===== src/rtl/moving_average_filter.sv =====
// Multi-channel boxcar (moving-average) filter for interleaved audio samples.
// Each channel keeps a delay line of 2^WINDOW_LOG2 samples and a running sum.
// The registered output is the windowed mean, or the raw input when bypass
// is set. State updates in both modes.
module moving_average_filter #(
  parameter int DATA_WIDTH  = 16,
  parameter int WINDOW_LOG2 = 3,
  parameter int CHANNELS    = 2,
  localparam int CW = (CHANNELS > 1) ? $clog2(CHANNELS) : 1
) (
  input  logic                         clk,
  input  logic                         rst_n,
  input  logic                         enable,
  input  logic signed [DATA_WIDTH-1:0] sample_in,
  input  logic        [CW-1:0]         chan_in,
  input  logic                         bypass,
  input  logic                         clear,
  output logic signed [DATA_WIDTH-1:0] sample_out,
  output logic        [CW-1:0]         chan_out,
  output logic                         out_valid
);

  localparam int N  = 1 << WINDOW_LOG2;
  // The running sum needs WINDOW_LOG2 guard bits so it can never overflow.
  localparam int AW = DATA_WIDTH + WINDOW_LOG2;
  localparam logic [CW:0] CH_LIMIT = (CW + 1)'(CHANNELS);

  // Per-channel filter state.
  logic signed [DATA_WIDTH-1:0]  r_line [CHANNELS][N];
  logic        [WINDOW_LOG2-1:0] r_ptr  [CHANNELS];
  logic signed [AW-1:0]          r_acc  [CHANNELS];

  // Registered output stage.
  logic signed [DATA_WIDTH-1:0]  r_sample_out;
  logic        [CW-1:0]          r_chan_out;
  logic                          r_out_valid;

  logic                          w_in_range;
  logic                          w_accept;
  logic        [CW-1:0]          w_chan;
  logic signed [DATA_WIDTH-1:0]  w_oldest;
  logic signed [AW-1:0]          w_acc_next;
  logic signed [DATA_WIDTH-1:0]  w_avg;

  assign w_in_range = ({1'b0, chan_in} < CH_LIMIT);
  assign w_accept   = enable && !clear && w_in_range;

  // Select the addressed channel, compute its new sum and the windowed mean.
  // All state is read from flops, so a sample for the same channel in the
  // following cycle already sees the updated sum and pointer.
  always_comb begin
    // NOTE: every signal gets a default first so no path leaves it unassigned
    // and no latch is inferred.
    w_chan = '0;
    if (w_in_range) w_chan = chan_in;
    w_oldest   = r_line[w_chan][r_ptr[w_chan]];
    w_acc_next = r_acc[w_chan] + AW'(sample_in) - AW'(w_oldest);
    // The top DATA_WIDTH bits are the sum arithmetically shifted right by
    // WINDOW_LOG2 (floor toward -inf). That value always fits DATA_WIDTH.
    w_avg      = w_acc_next[AW-1:WINDOW_LOG2];
  end

  // Update state on an accepted sample, flush on clear, and register the output.
  always_ff @(posedge clk or negedge rst_n) begin
    if (!rst_n) begin
      // NOTE: the delay lines are reset explicitly, not left to power-up
      // contents. The running sums assume the history starts at zero.
      for (int c = 0; c < CHANNELS; c++) begin
        for (int i = 0; i < N; i++) r_line[c][i] <= '0;
        r_ptr[c] <= '0;
        r_acc[c] <= '0;
      end
      r_sample_out <= '0;
      r_chan_out   <= '0;
      r_out_valid  <= 1'b0;
    end else if (clear) begin
      // The sample offered alongside clear is dropped. The output data holds.
      for (int c = 0; c < CHANNELS; c++) begin
        for (int i = 0; i < N; i++) r_line[c][i] <= '0;
        r_ptr[c] <= '0;
        r_acc[c] <= '0;
      end
      r_out_valid <= 1'b0;
    end else begin
      // NOTE: non-blocking assignments, so every read in this block sees
      // pre-edge values, just as the combinational path above does.
      r_out_valid <= w_accept;
      if (w_accept) begin
        r_line[w_chan][r_ptr[w_chan]] <= sample_in;
        r_ptr[w_chan]                 <= r_ptr[w_chan] + 1'b1;
        r_acc[w_chan]                 <= w_acc_next;
        r_sample_out                  <= bypass ? sample_in : w_avg;
        r_chan_out                    <= w_chan;
      end
    end
  end

  assign sample_out = r_sample_out;
  assign chan_out   = r_chan_out;
  assign out_valid  = r_out_valid;

endmodule

===== config.mk =====
export PLATFORM = sky130hd
export DESIGN_NAME = moving_average_filter
export DESIGN_NICKNAME = d
export VERILOG_FILES = /design/src/rtl/moving_average_filter.sv
export SDC_FILE = /design/constraint.sdc
export NUM_CORES = 1
export LEC_CHECK = 0
export CORE_UTILIZATION = 63
export DETAILED_ROUTE_END_ITERATION = 7
export PLACE_DENSITY = 0.82
export SLEW_MARGIN = 20
export SYNTH_ARGS = -nofsm -noshare
export SYNTH_HDL_FRONTEND = slang
export SYNTH_SLANG_ARGS = --single-unit

===== constraint.sdc =====
create_clock -name clk -period 4.82 [get_ports clk]
set_clock_uncertainty 0.1 [all_clocks]
set_input_delay 0.482 -clock clk [delete_from_list [all_inputs] [get_ports clk]]
set_output_delay 0.482 -clock clk [all_outputs]
set_load 0.1 [all_outputs]

==> flow_summary_export.csv, run 1 <==
group,metric,value,unit
logic_synthesis,synth.top_cells.by_count,"dfrtp_1 (318), nand2_1 (309), a21oi_1 (190), nor2_1 (154), mux2i_1 (126)",
sta,worst_pin_slew,1170,ps
floorplanning,fp.dieArea,27100,um^2
cells_and_area,area_growth,13.1,%
logic_synthesis,synthCells,1730,
setup_path,crit_type,"reg2reg",
setup_path,worst_setup_path_start_kind,"register",
clock_tree,h-tree-depth,2,
logic_synthesis,synthesis.yosys.warnings,0,
sta,achievable-frequency,215,MHz
cells_and_area,layout-drive-gt1-share,0.125,
detailed_routing,iteration_0_drc_count_of_the_detailed_router,1867,
logic_synthesis,synthTopCellsByArea,"dfrtp_1 (48%), mux2i_1 (7.6%), nand2_1 (6.9%), a21oi_1 (5.7%), a32o_1 (4.0%)",
logic_synthesis,synth_top_flop_cell,"dfrtp_1",
logic_synthesis,synth_edf_count,0,
setup_path,crit_path_start,"r_ptr[4]$_DFFE_PN0P_",
power_and_ir_drop,combPwrFrac,0.274,
power_and_ir_drop,total_leakage_power,0.00820,uW
setup_path,r2r-end,"sample_out[9]$_DFFE_PN0P_",
global_routing,grt_start_max_net_pins,123,
power_and_ir_drop,sw_frac_of_total,0.337,
global_routing,grt_use_total,0.379,
setup_path,regToRegStartpoint,"r_ptr[4]$_DFFE_PN0P_",
setup_path,timing.reg2reg.worst_path_depth,18,
logic_synthesis,number_of_synthesized_register_bits,318,
job,cap_violations,0,
detailed_routing,final_antenna_net_count,0,
logic_synthesis,yosys.cell_types.count,67,
setup_path,cp_data_required_time,5160,ps
setup_path,critical_path.endpoint_type,"register",
floorplanning,core,26100,um^2
power_and_ir_drop,power-per-cell-area,406,nW/um^2
detailed_routing,drc_errors,0,
floorplanning,die_h,165,um
clock_tree,numCtsBuffers,35,
run_status,status,"finished clean",
detailed_routing,post_detailed_route_via_to_cell_ratio,6.74,
clock_tree,cts_tree,"built",
sta,timing.final.setup_violations,0,
cells_and_area,design.final.nets,1822,
sta,slew_headroom,0.220,
power_and_ir_drop,clockPowerShare,0.349,
clock_tree,clk_path_buf_depth,3,
power_and_ir_drop,vdd.ir_drop.worst,0.000459,V
sta,setup_total_negative_slack,0,ps
setup_path,timing.reg2reg.setup_slack,160,ps
logic_synthesis,synth-seq-area-share,0.477,
logic_synthesis,asyncSetResetFlopFracSynth,1.00,
placement,place.detailed.hpwl,32200,um
clock_tree,clkSlewWorstSetupHoldPaths,60,ps
sta,timing_hold_violations_final,0,
min_path,worst_hold_startpoint,"clear",
logic_synthesis,post-synth-top-area-fraction,0.477,
clock_tree,ctsRootBufferMaster,"clkbuf_16",
global_routing,grt_antenna_before_repair,0,
cells_and_area,antenna_cells_inserted,0,
floorplanning,dieWidth,165,um
placement,port_buffers,39,
logic_synthesis,total_standard_cell_area_after_synthesis,16700,um^2
floorplanning,io-pin-count,40,
sta,final_max_slew_viol_count,0,
detailed_routing,detailroute.via_count,14300,
clock_tree,clock-sinks,318,
placement,globalplace.congestion,0.961,
setup_path,timing.critical_path.fanout_max,26,
power_and_ir_drop,switchingPower,2580,uW
setup_path,worstPathArrival,4990,ps
sta,holdWs,309,ps
cells_and_area,postLayoutCellArea,18900,um^2
detailed_routing,wl,50200,um
clock_tree,clk_latency,520,ps
min_path,hold_path_depth,2,
power_and_ir_drop,power.share.sequential,0.376,
power_and_ir_drop,report.power.total,7670,uW
floorplanning,initial_core_util,0.640,
floorplanning,rows,59,
placement,placed_cell_area,17700,um^2
power_and_ir_drop,intPower,5090,uW
logic_synthesis,yosysMostFrequentCell,"dfrtp_1",
detailed_routing,post_drt_wl_per_cell,23.7,um
logic_synthesis,synth_nets,1791,
min_path,min_to,"r_acc[30]$_DFFE_PN0P_",
min_path,min-delay-path-class,"in2reg",
global_routing,first_pass_grt_wire_length,77900,um
sta,period_needed,4660,ps
logic_synthesis,yosys.area.top_type,"dfrtp_1",
logic_synthesis,post_synth.cell_area_avg,9.65,um^2
sta,layout_worst_path_cycle_share,0.966,
global_routing,total_congestion_overflow,0,
global_routing,first_global_vias,13900,
detailed_routing,first_pass_iters,6,
-- registers in the layout, summed over array words and instances (netlist names) --
signal	flops
r_line	256
r_acc	38
sample_out	16
r_ptr	6
chan_out	1
out_valid	1
-- per-layer routing --
metal / routed length, um / part of all wire / vias to the layer above / GRT usage
met5: 0 / 0 / - / 0
met4: 2430 / 0.048 / 0 / 0.189
met3: 5570 / 0.11 / 208 / 0.0826
met2: 22800 / 0.46 / 924 / 0.583
met1: 19300 / 0.38 / 7009 / 0.510
li1: - / - / 6136 / -
-- power groups by stage --
| stage | registers (uW) | logic [uW] | clock network (uW) |
|---|---|---|---|
| after floorplan | 3310 | 1020 | 0 |
| after global placement | 2920 | 2010 | 0 |
| after detailed placement | 2930 | 2050 | 0 |
| after CTS | 2880 | 2060 | 2690 |
| after global routing | 2900 | 2270 | 2800 |
| final | 2890 | 2100 | 2680 |
-- kinds of logic after synthesis --
kind of cell,synth area share
simple gates,0.148
fa+ha+maj,0.0373
xor+xnor,0.00840
compound gates,0.170
flops,0.477
buf+inv,0.0516
mux,0.109
-- how the worst max path moves through the flow --
stage	end	slack, ps	depth (start not counted)
floorplan	sample_out[15]$_DFFE_PN0P_	440	14
global placement	sample_out[5]$_DFFE_PN0P_	10	16
detailed placement	sample_out[8]$_DFFE_PN0P_	-60	19
CTS	r_acc[37]$_DFFE_PN0P_	120	16
global route	r_acc[14]$_DFFE_PN0P_	-40	17
finish	sample_out[9]$_DFFE_PN0P_	160	18
-- placed cells by master (no fill, tap or decap), types with 5 or more instances in the layout --
cell type / netlist / final
dfrtp_1: 318 / 316
nand2_1: 309 / 309
a21oi_1: 190 / 190
nor2_1: 154 / 154
mux2i_1: 126 / 126
buf_4: 4 / 100
a32o_1: 66 / 66
o21ai_0: 53 / 51
inv_1: 51 / 49
clkbuf_16: 0 / 36
clkdlybuf4s50_1: 0 / 36
nand3_1: 26 / 25
ha_1: 21 / 21
a22oi_1: 19 / 19
nand3b_1: 18 / 18
mux2_2: 19 / 18
fa_1: 18 / 18
a211oi_1: 16 / 16
mux4_2: 14 / 14
and3_1: 14 / 14
xnor2_1: 11 / 11
a31oi_1: 10 / 10
a222oi_1: 9 / 9
nand2b_1: 8 / 8
a21o_1: 7 / 7
clkbuf_8: 0 / 7
and2_1: 6 / 6
nor2b_1: 7 / 6
clkbuf_1: 100 / 6
clkinv_2: 0 / 6
a221oi_1: 6 / 5
nor3_2: 4 / 5
nor3_1: 6 / 5
xor2_1: 5 / 5
buf_12: 0 / 5
-- timing repair --
item | CTS | global route
endpoints found under the hold margin | 94 | 0
buffers inserted | 0 | 3
hold buffers | 1 | 0
resized for setup | 0 | 14
endpoints found under the setup margin | 0 | 26
-- area by class of cell --
class | count | area, um^2
sequential | 318 | 7960
timing repair buffer | 145 | 1260
inverter | 51 | 195
tap | 335 | 419
clock inverter | 11 | 123
multi-input combinational | 1210 | 7910
clock buffer | 49 | 1020
fill | 1845 | 7180
-- worst max-delay path, stage by stage, from the launching register on --
cell and delay [ps]:
dfrtp_1 430, buf_6 220, nand2_1 130, nor2_1 130, buf_4 170, a222oi_1 470, o21ai_0 190, a211oi_1 300
o21ai_1 200, fa_1 510, inv_1 50, ha_1 410, nand4_1 140, o221ai_1 290, a21oi_4 100, buf_4 150
xnor2_1 250, mux2i_1 170, o21ai_0 160
-- stage by stage --
stage                util  setup slack, ps  std cells
CTS                 0.722              124       2116
global placement    0.678             13.1       2055
detailed placement  0.678            -56.9       2055
global route        0.725            -39.8       2119
finish              0.725              165       2119
floorplan               -              443       1730
Power figures use the tool's default switching activity.
==> run 2: changes to the inputs <==
CORE_ASPECT_RATIO = 0.9   (was unset)
PLACE_DENSITY = 0.81   (was 0.82)
==> run 2 against run 1 <==
- the flow now finishes with violations (DRC)
- critical path depth shrank 2
- non-clock buffer count grew 6
- first-iteration DRC count grew 23%
- critical path type unchanged
- critical endpoint is now sample_out[5]$_DFFE_PN0P_
- highest routed layer unchanged
==> flow_summary_export.csv, run 2 (synthesis results as in run 1) <==
group,metric,value,unit
detailed_routing,post_drt_wl_per_cell,23.8,um
sta,achievable-frequency,213,MHz
power_and_ir_drop,switchingPower,2610,uW
floorplanning,fp.dieArea,27100,um^2
cells_and_area,antenna_cells_inserted,0,
global_routing,global_route.usage.met3,0.0816,
floorplanning,dieWidth,174,um
detailed_routing,first_pass_iters,8,
clock_tree,clk_latency,520,ps
cells_and_area,largest_register,"r_line",
setup_path,worstPathArrival,4980,ps
setup_path,timing.reg2reg.setup_slack,120,ps
setup_path,regToRegStartpoint,"r_ptr[4]$_DFFE_PN0P_",
detailed_routing,final_antenna_net_count,0,
min_path,min_to,"r_acc[29]$_DFFE_PN0P_",
setup_path,timing.reg2reg.worst_path_depth,16,
clock_tree,clkSlewWorstSetupHoldPaths,60,ps
cells_and_area,area_growth,13.4,%
detailed_routing,detailroute.via_count,14300,
floorplanning,initial_core_util,0.640,
sta,final_max_slew_viol_count,0,
floorplanning,core,26100,um^2
setup_path,critical_path.endpoint_type,"register",
clock_tree,clock-sinks,318,
floorplanning,rows,56,
detailed_routing,iteration_0_drc_count_of_the_detailed_router,2289,
cells_and_area,final_core_utilization,0.726,
min_path,hold_path_depth,2,
job,cap_violations,0,
placement,place.detailed.hpwl,32600,um
setup_path,crit_path_start,"r_ptr[4]$_DFFE_PN0P_",
sta,timing_hold_violations_final,0,
sta,period_needed,4700,ps
power_and_ir_drop,vdd.ir_drop.worst,0.000415,V
sta,grt_setup_unrepaired,"no",
placement,port_buffers,39,
global_routing,most_heavily_used_metal_layer_in_global_routing,"met2",
run_status,failed_checks,"DRC",
detailed_routing,wl,50800,um
sta,worst_pin_slew,1110,ps
run_status,status,"finished, violations left",
clock_tree,clk_path_buf_depth,3,
global_routing,grt_start_max_net_pins,128,
global_routing,first_global_vias,14000,
detailed_routing,drc_errors,19,
global_routing,first_pass_grt_wire_length,79200,um
cells_and_area,final_common_cell,"dfrtp_1",
cells_and_area,largest_reg_flops,256,
clock_tree,numCtsBuffers,34,
power_and_ir_drop,clockPowerShare,0.338,
placement,detailedPlace.worstSlack,-62.8,ps
global_routing,grt_util_met1,0.529,
power_and_ir_drop,power.share.sequential,0.378,
cells_and_area,design.final.nets,1827,
power_and_ir_drop,total_leakage_power,0.00822,uW
floorplanning,die_h,156,um
clock_tree,cts_tree,"built",
clock_tree,ctsRootBufferMaster,"clkbuf_16",
detailed_routing,post_detailed_route_via_to_cell_ratio,6.68,
cells_and_area,most_frequent_cells_in_the_layout,"dfrtp_1 (316), nand2_1 (309), a21oi_1 (190)",
sta,timing.final.setup_violations,0,
setup_path,crit_type,"reg2reg",
global_routing,grt_use_total,0.379,
setup_path,timing.critical_path.fanout_max,7,
placement,globalplace.congestion,0.967,
global_routing,grt_antenna_before_repair,0,
setup_path,r2r-end,"sample_out[5]$_DFFE_PN0P_",
min_path,min-delay-path-class,"in2reg",
power_and_ir_drop,intPower,5020,uW
global_routing,total_congestion_overflow,0,
sta,slew_headroom,0.262,
power_and_ir_drop,combPwrFrac,0.284,
floorplanning,io-pin-count,40,
clock_tree,h-tree-depth,2,
power_and_ir_drop,power-per-cell-area,403,nW/um^2
sta,worst_slack,123,ps
setup_path,worst_setup_path_start_kind,"register",
cells_and_area,num-fill-cells,1895,
power_and_ir_drop,sw_frac_of_total,0.342,
min_path,worst_hold_startpoint,"clear",
cells_and_area,layout-drive-gt1-share,0.125,
global_routing,use_met2,0.574,
sta,layout_worst_path_cycle_share,0.975,
setup_path,cp_data_required_time,5100,ps
[run 2: cell types whose count changed in the layout (fill, tap and decap cells not counted), sizes merged]
cell | previous run | this run
bufinv | 2 | 0
buf | 108 | 114
inv | 51 | 52
clkinv | 7 | 6
clkinvlp | 2 | 1
clkbuf | 49 | 52
[run 2: layout make-up]
cell class                      count  area [um^2]  area share
Clock inverter                      8         46.3     0.00245
Inverter                           51          191      0.0101
Sequential cell                   318         7960       0.421
Multi-Input combinational cell   1210         7900       0.417
Timing Repair Buffer              151         1350      0.0715
Tap cell                          348          435      0.0230
Clock buffer                       52         1040      0.0551
[run 2: power by group through the flow]
stage                     registers [uW]  clock network (uW)  logic [uW]
after global placement              2920                   0        2070
after CTS                           2880                2590        2110
final                               2880                2580        2170
after floorplan                     3310                   0        1020
after detailed placement            2930                   0        2100
after global routing                2900                2700        2320
[run 2: how the worst max path moves through the flow]
stage / to / slack (ps)
floorplan: sample_out[15]$_DFFE_PN0P_ / 440
global placement: r_acc[16]$_DFFE_PN0P_ / -60
detailed placement: r_acc[16]$_DFFE_PN0P_ / -60
CTS: r_acc[27]$_DFFE_PN0P_ / 70
global route: r_acc[14]$_DFFE_PN0P_ / 10
finish: sample_out[5]$_DFFE_PN0P_ / 120
[run 2: worst max-delay path, cell delays in order (launching register included)]
cell,delay [ps]
dfrtp_2,480
buf_4,200
buf_4,170
a32oi_2,230
buf_4,220
o22ai_1,90
a221oi_1,490
o211ai_1,190
fa_1,500
inv_1,40
ha_1,310
and3_1,170
a221o_1,430
a21o_1,210
a21oi_1,290
xor2_2,290
o21ai_0,140
[run 2: metrics by stage]
| stage | cell area [um^2] | hold WS [ps] | std cells | power [uW] | setup TNS (ps) |
|---|---|---|---|---|---|
| final | 18900 | 252 | 2138 | 7630 | 0 |
| after global routing | 18900 | 257 | 2138 | 7920 | 0 |
| after CTS | 18900 | 238 | 2137 | 7580 | 0 |
| after detailed placement | 17800 | 370 | 2076 | 5030 | -333 |
| after global placement | 17800 | 360 | 2076 | 4990 | -190 |
| after floorplan | 16700 | 86.4 | 1730 | 4330 | 0 |
[run 2: what timing repair did]
| action | 4_1_cts | 5_1_grt |
|---|---|---|
| hold buffers | 1 | 0 |
| hold endpoints to repair | 96 | 0 |
| setup endpoints to repair | 0 | 13 |
| buffers inserted | 0 | 1 |
| resized for setup | 0 | 5 |
[run 2: per-layer routing]
metal	wire length, um	part of all wire
met1	20100	0.40
met2	22900	0.45
met3	5820	0.11
met4	2030	0.040
met5	0	0
